--- config.mk ---
export PLATFORM = sky130hd
export DESIGN_NAME = instruction_memory_rw
export DESIGN_NICKNAME = d
export VERILOG_FILES = /design/src/rtl/imem_pkg.sv /design/src/rtl/imem_array.sv /design/src/rtl/instruction_memory_rw.sv
export SDC_FILE = /design/constraint.sdc
export NUM_CORES = 1
export LEC_CHECK = 0
export ABC_CLOCK_PERIOD_IN_PS = 4900
export CAP_MARGIN = 10
export CORE_MARGIN = 2
export CORE_UTILIZATION = 60
export CTS_CLUSTER_SIZE = 14
export DETAILED_ROUTE_END_ITERATION = 12
export PLACE_DENSITY = 0.81
export SYNTH_ARGS = -nofsm -noshare
export SYNTH_HDL_FRONTEND = slang
export SYNTH_SLANG_ARGS = --single-unit
export TNS_END_PERCENT = 100
--- constraint.sdc ---
create_clock -name clk -period 4.9 [get_ports clk]
set_clock_uncertainty 0.2 [all_clocks]
set_input_delay 0.98 -clock clk [delete_from_list [all_inputs] [get_ports clk]]
set_output_delay 0.98 -clock clk [all_outputs]
set_load 0.05 [all_outputs]
--- src/rtl/imem_pkg.sv ---
// Shared types and defaults for the writable instruction memory.
//   imem_state_t      : sequencer state (sweep in progress / serving traffic)
//   IMEM_NOP_DEFAULT  : default word written by the init sweep
package imem_pkg;

    typedef enum logic {
        IMEM_INIT  = 1'b0,
        IMEM_READY = 1'b1
    } imem_state_t;

    localparam int unsigned IMEM_DATA_W_DEFAULT = 32;
    localparam int unsigned IMEM_DEPTH_DEFAULT  = 8;
    localparam logic [31:0] IMEM_NOP_DEFAULT    = 32'h0000_0000;

endpackage

--- src/rtl/imem_array.sv ---
// Word-addressed storage with one synchronous write port and one synchronous read port.
// A read and a write to the same address on the same edge return the write data.
// The storage is not reset; only the read data register is, to RDATA_RST.
//   clk, reset    : clock, synchronous active-high reset (read register only)
//   we/waddr/wdata: write port
//   re/raddr      : read port; rdata updates only on edges where re=1
//   rdata         : registered read data, holds between reads
module imem_array
    import imem_pkg::*;
#(
    parameter int unsigned          DATA_W    = IMEM_DATA_W_DEFAULT,
    parameter int unsigned          DEPTH     = IMEM_DEPTH_DEFAULT,
    parameter logic [DATA_W-1:0]    RDATA_RST = '0,
    localparam int unsigned         ADDR_W    = $clog2(DEPTH)
) (
    input  logic              clk,
    input  logic              reset,
    input  logic              we,
    input  logic [ADDR_W-1:0] waddr,
    input  logic [DATA_W-1:0] wdata,
    input  logic              re,
    input  logic [ADDR_W-1:0] raddr,
    output logic [DATA_W-1:0] rdata
);

    logic [DATA_W-1:0] mem_q [DEPTH];
    logic [DATA_W-1:0] rdata_q;

    always_ff @(posedge clk) begin
        if (we) begin
            mem_q[waddr] <= wdata;
        end
    end

    // Write-first: a same-address write on this edge bypasses the array.
    always_ff @(posedge clk) begin
        if (reset) begin
            rdata_q <= RDATA_RST;
        end else if (re) begin
            rdata_q <= (we && (waddr == raddr)) ? wdata : mem_q[raddr];
        end
    end

    assign rdata = rdata_q;

endmodule

--- src/rtl/instruction_memory_rw.sv ---
// Writable instruction store for the fetch stage.
// After reset a sequencer writes NOP_WORD to every word (DEPTH cycles), then the block
// accepts loads and single-cycle-latency fetches, one per cycle.
//   clk, reset                    : clock, synchronous active-high reset
//   fetch_req, fetch_addr         : fetch request, accepted only while fetch_ready=1
//   fetch_ready                   : high once the init sweep has finished
//   instr_valid                   : one-cycle pulse per accepted fetch
//   instruction, instr_addr       : fetched word and its address; hold between fetches
//   load_en, load_addr, load_data : write strobe, honoured only while fetch_ready=1
//   init_busy                     : high while the init sweep runs
module instruction_memory_rw
    import imem_pkg::*;
#(
    parameter int unsigned       DATA_W   = IMEM_DATA_W_DEFAULT,
    parameter int unsigned       DEPTH    = IMEM_DEPTH_DEFAULT,
    parameter logic [DATA_W-1:0] NOP_WORD = DATA_W'(IMEM_NOP_DEFAULT)
) (
    input  logic                      clk,
    input  logic                      reset,
    input  logic                      fetch_req,
    input  logic [$clog2(DEPTH)-1:0]  fetch_addr,
    output logic                      fetch_ready,
    output logic                      instr_valid,
    output logic [DATA_W-1:0]         instruction,
    output logic [$clog2(DEPTH)-1:0]  instr_addr,
    input  logic                      load_en,
    input  logic [$clog2(DEPTH)-1:0]  load_addr,
    input  logic [DATA_W-1:0]         load_data,
    output logic                      init_busy
);

    localparam int unsigned ADDR_W = $clog2(DEPTH);
    localparam logic [ADDR_W-1:0] LAST_ADDR = ADDR_W'(DEPTH - 1);

    imem_state_t       state_q, state_d;
    logic [ADDR_W-1:0] init_cnt_q, init_cnt_d;
    logic              valid_q;
    logic [ADDR_W-1:0] iaddr_q;

    logic              mem_we;
    logic [ADDR_W-1:0] mem_waddr;
    logic [DATA_W-1:0] mem_wdata;
    logic              mem_re;

    always_comb begin
        state_d     = state_q;
        init_cnt_d  = init_cnt_q;
        init_busy   = 1'b0;
        fetch_ready = 1'b0;
        mem_we      = 1'b0;
        mem_waddr   = load_addr;
        mem_wdata   = load_data;
        mem_re      = 1'b0;

        case (state_q)
            IMEM_INIT: begin
                init_busy  = 1'b1;
                mem_we     = 1'b1;
                mem_waddr  = init_cnt_q;
                mem_wdata  = NOP_WORD;
                init_cnt_d = init_cnt_q + ADDR_W'(1);
                if (init_cnt_q == LAST_ADDR) begin
                    state_d = IMEM_READY;
                end
            end
            IMEM_READY: begin
                fetch_ready = 1'b1;
                mem_we      = load_en;
                mem_re      = fetch_req;
            end
            default: begin
                state_d = IMEM_INIT;
            end
        endcase

        // A reset edge drops whatever is in flight: no write lands, no read is issued.
        if (reset) begin
            mem_we = 1'b0;
            mem_re = 1'b0;
        end
    end

    always_ff @(posedge clk) begin
        if (reset) begin
            state_q    <= IMEM_INIT;
            init_cnt_q <= '0;
            valid_q    <= 1'b0;
            iaddr_q    <= '0;
        end else begin
            state_q    <= state_d;
            init_cnt_q <= init_cnt_d;
            valid_q    <= mem_re;
            if (mem_re) begin
                iaddr_q <= fetch_addr;
            end
        end
    end

    imem_array #(
        .DATA_W    (DATA_W),
        .DEPTH     (DEPTH),
        .RDATA_RST (NOP_WORD)
    ) u_array (
        .clk   (clk),
        .reset (reset),
        .we    (mem_we),
        .waddr (mem_waddr),
        .wdata (mem_wdata),
        .re    (mem_re),
        .raddr (fetch_addr),
        .rdata (instruction)
    );

    assign instr_valid = valid_q;
    assign instr_addr  = iaddr_q;

endmodule

**After elaboration in Yosys (flattened, before gate mapping)**

Memories as Yosys holds them, arrays and structs flattened. A register that Yosys moved wholly into a read port is not among the register bits.
Index checks and enable logic that the tools add are counted.

- Word-level logic and storage cells: 20
- Bits in registers: 8
- Bits in writable memories: 256
- Input bits: 42
- Memories kept: 1

Memory list:

| memory | depth | width | rd ports | clocked after Yosys merged registers in | wr ports | RTL line | RTL |
|---|---|---|---|---|---|---|---|
| u_array.mem_q | 8 | 32 | 1 | 1 | 1 | imem_array.sv:26 | `logic [DATA_W-1:0] mem_q [DEPTH];` |

- Equal/unequal tests: 1
- Add/subtract/negate cells: 1
- Bitwise gates (word level): 1
- Multiplexer cells: 12

Operators with widths:

| kind | number |
|---|---|
| 2-to-1 mux 32 bit | 1 |
| 2-to-1 mux 1 bit | 9 |
| adder 3 x 1 -> 3 bit, second input constant | 1 |
| == test 3 bit, second input constant | 1 |
| 2-to-1 mux 3 bit | 1 |
| one-hot mux 1 bit (2 select lines) | 1 |
| inverter 1 bit | 1 |

**Depth between registers and ports, before layout**

- Depth after elaboration: 5
- Mapped depth: 7
- Depth with buffers taken out: 5

**Hierarchy**

From an unflattened synthesis, not the netlist that was laid out.

- Cell total of the unflattened synthesis: 618
- Area total of the unflattened synthesis: 11494.8 sq um

Modules (own cells, without submodules):

| module | seq. area each (sq um) | area an instance (sq um) | cells an instance | times used |
|---|---|---|---|---|
| imem_array | 8328.0 | 10899.2 | 544 | 1 |
| instruction_memory_rw | 160.2 | 595.6 | 74 | 1 |

**Worst setup path before layout**

Ideal clock, no wire load.

- Path kind: register to register
- From: register state_q
- To: memory u_array.mem_q[2][0] in the netlist's numbering (enable)
- Path slack: 0.987 ns
- Cell stages (with the launch flop): 7
- Buffers on the path: 2
- Data arrival time: 3.292 ns
- Data required time: 4.279 ns
- Cell sequence: dfxtp_1 > buf_2 > buf_1 > inv_1 > nor3_1 > a21oi_1 > nor2_1

- Cells in the longest elaborated chain, start to end: 5

RTL lines:

| item | RTL line | RTL |
|---|---|---|
| start, declared | instruction_memory_rw.sv:35 | `imem_state_t state_q, state_d;` |
| start signal, assigned | instruction_memory_rw.sv:90 | `state_q <= state_d;` |
| inverter 1 bit | -- |  |
| one-hot mux 1 bit (2 select lines) | instruction_memory_rw.sv:55 | `case (state_q)` |
| 2-to-1 mux 1 bit | instruction_memory_rw.sv:77 | `if (reset) begin` |
| 2-to-1 mux 1 bit | imem_array.sv:30 | `if (we) begin` |
| 2-to-1 mux 1 bit (not written as such) | imem_array.sv:31 | `mem_q[waddr] <= wdata;` |
| end, declared | imem_array.sv:26 |  |

Parallel ways exist; a longest one is shown, timed or not.

**Worst setup path after layout**

- From: register state_q
- To: output port init_busy

- Cells in the longest elaborated chain, start to end: 1

RTL lines:

| item | RTL line | RTL |
|---|---|---|
| 2-to-1 mux 1 bit | instruction_memory_rw.sv:55 |  |
| end, declared | instruction_memory_rw.sv:29 | `output logic init_busy` |

Every way passes these cells.

==> metrics <==
CTS Buf Count=28; Yosys top cell area share=0.663; DRC=0; GRT Residual Overflow=0; Total GRT Usage=0.249; Cells after Synth=609; vias per cell=6.25; Int Pwr=0.00414 W; Post-synth ARST share=0; Main synth FF type=edfxtp_1; Hold Crit Class=reg2reg; 1st-iter DRT viols=549; worst-margin pin slew=1.10 ns; Synth Warn #=0; die height=143 µm; port buffer count=79; Avg Inst Size Synth=19.0 µm²; Final period util=0.735; commonest non-fill, non-tap cell in the layout=edfxtp_1; Slowest-stage cell, CP=dfxtp_1; result of the run=complete, no violations; worst endpoint required time=3.72 ns; worst rel slew slack=0.265; CP peak stage delay=0.90 ns; vias in the first global route=6296; nets@finish=739; Seq/Total Area, Yosys=0.732; max-slew violation count=0; initial antenna violation count=0; number of synthesized flops with an enable pin=256; Post-CTS Resized=0; final antenna-violating net count=0; crit path time final=3.60 ns; Area contributors post-synth=edfxtp_1, mux4_2, dfxtp_1, mux2i_1, and2_1; clk_lat worst skew=0.54 ns; critical-path maximum fanout=29; CP Capture Type=output port; area delta synth->final=16.8%; Max Cap Viol=0; commonest non-fill, non-tap cells in the layout=edfxtp_1, clkdlybuf4s50_1, mux4_2; Critical Path Source Type=register; Reg power frac=0.538; TritonCTS clock tree=done; post-CTS setup buffer count=0; layout cells sized above 1=0.179; clock transition at the registers of the reported paths=0.06 ns; Yosys top cell by area=edfxtp_1; Initial Util=0.616; Pleak=4.71 nW; first-pass GRT wire length=37.0 mm; Die Footprint=20500 µm²; Fin. Hold Viols=0; Crit path arrival time=2.42 ns; Fmax=278 MHz; PD cells=383 nW/µm²; Synth Net Count=653; RePlAce Congestion=0.861; switching pwr=0.00105 W; Sw Share=0.202; CTS Buffer Depth=3; CORE AREA=18800 µm²; largest net degree at the start of global routing=40; TritonRoute pass-1 iters=7; pre-CTS worst setup slack=1.15 ns; final setup fails=0; wire length per cell=25.3 µm; CTS Hold Bufs=0; H-tree depth=1; RSZ-0062 raised after global routing=false; synth unique cells=30; Syn Std Cell Area=11600 µm²; Cell Rows=50; # fillers=1139; post-DP HPWL=13.7 mm; combinational group share of total power=0.053; IO Pins=80; Vias=6104; CTS root buf=clkbuf_16; die width=143 µm; Worst Slack Setup Final=1.30 ns; routed wire length=24.7 mm; Max VDD drop=0.363 mV; CTS sink cnt=296; Clock Power Share=0.409; flip-flop and latch count after synthesis=296; Setup CP Type=reg2out; Setup TNS=0 ns; # diodes=0; Cell Chain, Critical Path=inv_1 > clkdlybuf4s50_1
==> routing by layer <==
| metal | share of wire | vias to the layer above | GRT usage |
|---|---|---|---|
| met5 | 0 | - | 0 |
| met4 | 0.027 | 0 | 0.0829 |
| met3 | 0.073 | 41 | 0.0433 |
| met2 | 0.51 | 287 | 0.425 |
| met1 | 0.39 | 3150 | 0.329 |
| li1 | - | 2626 | - |
==> Yosys cell counts, types with 3 or more instances <==
cell,number
buf_1,7
dfxtp_1,40
and2_1,33
a21oi_1,4
buf_12,4
nand2_1,9
nor2_1,37
buf_2,8
mux4_2,57
clkbuf_1,13
mux2i_1,36
a221o_1,20
and3_1,13
nor3_1,26
xor2_1,4
inv_1,4
edfxtp_1,256
o21ai_0,13
mux4_1,7
buf_4,3
==> final cells by class <==
| cell class | instances | area (µm²) | share of cell area |
|---|---|---|---|
| Inverter | 4 | 15.0 | 0.00111 |
| Clock inverter | 14 | 120 | 0.00887 |
| Timing Repair Buffer | 94 | 941 | 0.0694 |
| Multi-Input combinational cell | 271 | 2860 | 0.211 |
| Tap cell | 260 | 325 | 0.0240 |
| Sequential cell | 296 | 8490 | 0.627 |
| Clock buffer | 38 | 800 | 0.0590 |
==> registers in the layout, indices dropped and copies added, names as in the netlist <==
name	count
init_cnt_q	3
instr_addr	3
instr_valid	1
state_q	1
u_array.mem_q	256
u_array.rdata	32
==> power groups by stage <==
stage / combinational, W / clock (W) / sequential (W)
2_1_floorplan: 0.000177 / 0 / 0.00284
3_3_place_gp: 0.000266 / 0 / 0.00284
3_5_place_dp: 0.000273 / 0 / 0.00284
4_1_cts: 0.000276 / 0.00215 / 0.00279
5_1_grt: 0.000292 / 0.00224 / 0.00279
6_report: 0.000274 / 0.00212 / 0.00279
==> worst max-delay path, delay by kind of cell (launching register included) <==
kind,cells,cell delay (ns)
flops,1,0.90
buf+inv,2,0.98
==> metrics by stage <==
step                power, W   util  cells  hold WS, ns  instance area [µm²]
floorplan            0.00302      -    609        0.299                11600
global placement     0.00311  0.671    925        0.271                12600
detailed placement   0.00312  0.671    925        0.270                12600
CTS                  0.00522  0.719    977        0.288                13500
global route         0.00533  0.719    977        0.301                13500
finish               0.00519  0.719    977        0.286                13500
==> cells by family after synthesis <==
| family | count (synthesis) | share of synthesized area |
|---|---|---|
| flops | 296 | 0.732 |
| simple gates | 122 | 0.0533 |
| mux | 100 | 0.158 |
| compound gates | 43 | 0.0287 |
| buf+inv | 42 | 0.0233 |
| xor+xnor | 4 | 0.00302 |
| fa+ha+maj | 2 | 0.00216 |
==> final timing paths <==
path / startpoint / end / slack [ns] / cells past startpoint
worst max-delay path: state_q$_SDFF_PP0_ / init_busy / 1.30 / 2
worst min-delay path: u_array.rdata[8]$_SDFFE_PP0P_ / u_array.rdata[8]$_SDFFE_PP0P_ / 0.29 / 1
worst min register to register: u_array.rdata[8]$_SDFFE_PP0P_ / u_array.rdata[8]$_SDFFE_PP0P_ / 0.29 / 1
worst max register to register: state_q$_SDFF_PP0_ / u_array.rdata[18]$_SDFFE_PP0P_ / 1.40 / 5
No activity file was read; power rests on OpenSTA's default activity.
